File: src/rtl/hazard_scoreboard.sv
// Data-hazard unit: tracks in-flight writers over DEPTH stages, resolves forwarding selects and ID stalls.
// Latency: stall_id, selects and pending_mask are combinational; entries and stall_count update on the clock edge.
// Backpressure: stall_ext freezes every entry and the counter; a hazard holds ID and injects a bubble into EX.
module hazard_scoreboard #(
   parameter int REG_ADDR_W = 4,
   parameter int DEPTH      = 4,
   parameter int ALU_STAGE  = 1,
   parameter int LOAD_STAGE = 3,
   parameter bit FWD_EN     = 1'b1,
   parameter int CNT_W      = 16,
   localparam int NUM_REGS  = 2**REG_ADDR_W,
   localparam int SEL_W     = $clog2(DEPTH+1)
) (
   input  logic                  clk,
   input  logic                  rst,
   input  logic                  id_valid,
   input  logic [REG_ADDR_W-1:0] id_rs1,
   input  logic [REG_ADDR_W-1:0] id_rs2,
   input  logic                  id_uses_rs1,
   input  logic                  id_uses_rs2,
   input  logic [REG_ADDR_W-1:0] id_rd,
   input  logic                  id_we,
   input  logic                  id_is_load,
   input  logic                  flush,
   input  logic                  stall_ext,
   output logic                  stall_id,
   output logic [SEL_W-1:0]      fwd_rs1_sel,
   output logic [SEL_W-1:0]      fwd_rs2_sel,
   output logic [NUM_REGS-1:0]   pending_mask,
   output logic [CNT_W-1:0]      stall_count
);

   typedef struct packed {
      logic                  vld;
      logic [REG_ADDR_W-1:0] rd;
      logic                  is_load;
   } entry_t;

   entry_t                entry_q [DEPTH];
   entry_t                new_entry;
   logic [REG_ADDR_W-1:0] src_idx [2];
   logic                  src_use [2];
   logic                  match_vld [2];
   logic [SEL_W-1:0]      match_k [2];
   logic                  match_ld [2];
   logic [SEL_W-1:0]      src_sel [2];
   logic                  src_haz [2];
   logic                  hazard;
   logic                  issue;

   always_comb begin
      src_idx[0] = id_rs1;
      src_idx[1] = id_rs2;
      src_use[0] = id_uses_rs1;
      src_use[1] = id_uses_rs2;
   end

   // Scan oldest to youngest so the youngest matching writer is the one left standing.
   always_comb begin
      for (int s = 0; s < 2; s++) begin
         match_vld[s] = 1'b0;
         match_k[s]   = '0;
         match_ld[s]  = 1'b0;
         src_sel[s]   = '0;
         src_haz[s]   = 1'b0;
         for (int k = DEPTH-1; k >= 0; k--) begin
            if (entry_q[k].vld && entry_q[k].rd == src_idx[s]) begin
               match_vld[s] = 1'b1;
               match_k[s]   = SEL_W'(k);
               match_ld[s]  = entry_q[k].is_load;
            end
         end
         if (src_use[s] && src_idx[s] != '0 && match_vld[s]) begin
            if (FWD_EN && match_k[s] >= (match_ld[s] ? SEL_W'(LOAD_STAGE) : SEL_W'(ALU_STAGE)))
               src_sel[s] = match_k[s] + SEL_W'(1);
            else
               src_haz[s] = 1'b1;
         end
      end
   end

   always_comb begin
      hazard          = id_valid & ~flush & (src_haz[0] | src_haz[1]);
      issue           = id_valid & ~flush & ~hazard & ~stall_ext;
      stall_id        = hazard | stall_ext;
      fwd_rs1_sel     = src_sel[0];
      fwd_rs2_sel     = src_sel[1];
      new_entry.vld   = issue & id_we & (id_rd != '0);
      new_entry.rd    = new_entry.vld ? id_rd : '0;
      new_entry.is_load = new_entry.vld & id_is_load;
   end

   always_comb begin
      pending_mask = '0;
      for (int k = 0; k < DEPTH; k++)
         if (entry_q[k].vld) pending_mask[entry_q[k].rd] = 1'b1;
   end

   always_ff @(posedge clk) begin
      if (rst) begin
         for (int k = 0; k < DEPTH; k++) entry_q[k] <= '0;
         stall_count <= '0;
      end else if (!stall_ext) begin
         entry_q[0] <= new_entry;
         for (int k = 1; k < DEPTH; k++) entry_q[k] <= entry_q[k-1];
         if (hazard && stall_count != '1) stall_count <= stall_count + CNT_W'(1);
      end
   end

endmodule

File: config.mk
export PLATFORM = sky130hd
export DESIGN_NAME = hazard_scoreboard
export DESIGN_NICKNAME = d
export VERILOG_FILES = /design/src/rtl/hazard_scoreboard.sv
export SDC_FILE = /design/constraint.sdc
export NUM_CORES = 1
export LEC_CHECK = 0
export BUFFER_PORTS_ARGS = -buffer_cell sky130_fd_sc_hd__buf_4
export CAP_MARGIN = 20
export CORE_ASPECT_RATIO = 0.8
export CORE_MARGIN = 1
export CORE_UTILIZATION = 55
export CTS_CLUSTER_SIZE = 40
export DETAILED_ROUTE_END_ITERATION = 16
export PLACE_DENSITY_LB_ADDON = 0.05
export SLEW_MARGIN = 40
export SYNTH_ARGS = -nofsm -noshare
export SYNTH_HDL_FRONTEND = slang
export SYNTH_SLANG_ARGS = --single-unit
File: constraint.sdc
create_clock -name clk -period 4.3 [get_ports clk]
set_input_delay 0.215 -clock clk [delete_from_list [all_inputs] [get_ports clk]]
set_output_delay 0.215 -clock clk [all_outputs]
set_load 0.02 [all_outputs]
==> results.txt <==
core area - 5615 sq um
hold-fix buffers at CTS - 0
min Tclk post-route - 3.641 ns
Layout Skew - 0.008996 ns
Worst-Margin Slew - 0.7493 ns
Syn-to-layout area delta - 12.98%
Synth Instances - 358
critical path class - reg2out
Clock Tree Buf Depth - 2
CTS Buf Count - 5
Clk pin slew, worst setup/hold paths - 0.08 ns
share of the synthesized area in the top cell type - 21.80%
largest net degree at the start of global routing - 27
Post-DRT Antenna Nets - 0
syn_nets - 384
final setup fails - 0
Yosys reg bits - 40
CP Capture Type - primary output
effective utilization at floorplan - 58.87%
sequential share of the synthesized area - 31.49%
DR vias - 2860
setup repair bufs after CTS - 0
Max Freq - 274.6 MHz
routed vias/inst - 6.008
CP Max Fanout - 11
drt pass-1 iters - 5
worst setup path end - stall_id
DP HPWL - 6043 microns
sequential power share - 50.6%
Worst Hold Class - in2reg
GP Congestion - 0.8513
internal power - 0.6541 mW
clock network power share - 33.8%
antenna violations before repair - 0
PD cells - 240.5 nW/um^2
Period Utilization, post-route - 84.67%
TNS Setup - 0 ns
WHS - 0.2080 ns
number of global-route vias before repair - 2502
Max Cap Violations - 0
remaining global-route overflow - 0
switch share - 27.19%
wire per inst - 17.06 microns
IO Count - 60
R2R Path Start - entry_q[3][3]
Inst Count DP - 468
# resized after CTS - 0
first-pass GRT wire length - 12870 microns
ys async rst share - 0%
final non-filler cell total - 476
Worst R2R Path Depth - 13
row cnt - 24
Post-synth EDFFs - 24
Post-Route WL - 8122 microns
unrepaired setup endpoints after global routing - no
clk_lat worst skew - 0.29 ns
H-tree Lvls - 2
Netlist cell types - 72
synth warn - 0
CP startpoint kind - flop
die area - 6326 sq um
Final #Nets - 423
drt drc - 0
Synth Flop Type - edfxtp_1
Worst EP required - 4.09 ns
Hold Crit Depth - 2
Antenna Cells - 0
Leak Pwr - 1.515 nW
layout cell share with drive strength beyond 1 - 25.38%
post-synth top area cell - edfxtp_1
WP data arrival - 3.43 ns
CTS root buffer - clkbuf_8
die height - 71.34 microns
max_slew headroom - 49.90%
P_sw - 0.2442 mW
1st-iter DRT viols - 255
setup slack, reg-to-reg - 0.87 ns
cell area after synthesis - 3306 sq um
number of port buffers - 59
outcome - completed
Die W - 88.68 microns
reg2reg end - stall_count[8]
Max Slew Vio Count - 0
syn avg cell area - 9.234 sq um
CTS sink count - 40
CTS tree - built
Total GRT Usage - 26.95%
maximum vdd drop - 230.6 uV
Final Hold Fails - 0
Comb pwr share - 15.7%
Critical path origin - entry_q[3][3]
Synth area leaders - edfxtp_1 (22%), dfxtp_1 (9.7%), xor2_1 (5.8%)
## area by class of cell
class                      instances  area, sq um
clock inverter                     3        42.54
fill                             495         1881
timing repair buffer              60        450.4
inverter                           9        33.78
multi-input combinational        281         2001
sequential                        40         1041
clock buffer                       5        68.82
tap                               78        97.59
## cells by family after synthesis
group / share of synthesized area, %
AND/OR/NAND/NOR: 29.11
AO/OA/AOI/OAI: 17.34
flip-flops: 31.49
XOR/XNOR: 10.07
buffers and inverters: 8.138
multiplexers: 1.968
adder cells (fa/ha/maj): 1.893
## metrics by stage
stage               setup slack [ns]  utilization [%]  power (mW)  cell area [sq um]
detailed placement            0.9235            64.48      0.6006               3621
floorplan                      1.501                -      0.5636               3306
global route                  0.4159            66.51      0.9373               3735
global placement               1.053            64.44      0.5982               3618
finish                        0.6590            66.51      0.8983               3735
CTS                           0.6663            66.47      0.9014               3732
## how the worst min path moves through the flow
stage	from	to	slack, ns
2_1_floorplan	stall_ext	entry_q[1][2]	0.41
3_3_place_gp	id_is_load	entry_q[0][0]	0.50
3_5_place_dp	id_rd[1]	entry_q[0][2]	0.51
4_1_cts	id_rd[1]	entry_q[0][2]	0.20
5_1_grt	id_rd[1]	entry_q[0][2]	0.20
6_report	id_rd[1]	entry_q[0][2]	0.21
## Yosys cell counts (all sizes together) (5+ instances only)
library cell  instances
xnor2                16
nand2                18
clkbuf                6
o211ai                5
and3                 11
a21oi                10
inv                   9
nor2                 37
o22ai                 5
ha                    5
a211oi                8
nor3                 10
edfxtp               24
nand3                19
nor2b                12
xor2                 22
buf                  20
a221o                 8
and2                 25
dfxtp                16
nand2b               11
## critical path, stage by stage, from the launching register on
cell and delay [ns]:
edfxtp_1 0.54, xor2_1 0.22, nor4_2 0.46, nand3_1 0.12
o21ai_0 0.08, mux2i_1 0.09, nor2_1 0.09, a21oi_1 0.05
ha_1 0.27, nand2_1 0.07, o211ai_2 0.61, nand2_2 0.19
a21o_1 0.20, buf_4 0.15
## layout by cell type, fill, tap and decap left out, types with 4 or more instances in the layout
master,count
a211oi_2,6
nand2_1,17
o22ai_1,5
ha_1,5
nand2b_1,9
nor2_1,36
o32ai_1,4
nor3_1,8
a221o_1,8
and3_1,8
buf_4,60
dfxtp_1,16
a22oi_1,4
nor2b_1,12
o221ai_1,4
xnor2_1,16
mux2_1,4
and2_1,23
inv_1,8
xor2_1,22
edfxtp_1,24
nand3b_1,4
nand3_1,19
clkbuf_8,5
a21oi_1,8
## state kept, by name, indices dropped and copies added, names as in the netlist
register / cells
entry_q: 24
stall_count: 16
## power groups by stage
stage	combinational (mW)	sequential, mW	clock, mW
after CTS	0.140	0.453	0.309
after floorplan	0.128	0.436	0
after detailed placement	0.139	0.461	0
after global placement	0.137	0.461	0
final	0.141	0.454	0.303
after global routing	0.153	0.456	0.328
## routing by layer
| layer | part of all wire [%] | track usage (%) | routed length (microns) |
|---|---|---|---|
| met4 | 0.48 | 5.018 | 39 |
| met3 | 9.0 | 3.802 | 727 |
| met2 | 43 | 39.40 | 3515 |
| met1 | 47 | 42.38 | 3839 |
| met5 | 0 | 0 | 0 |
Note: power is estimated with default switching activity, not from simulation.
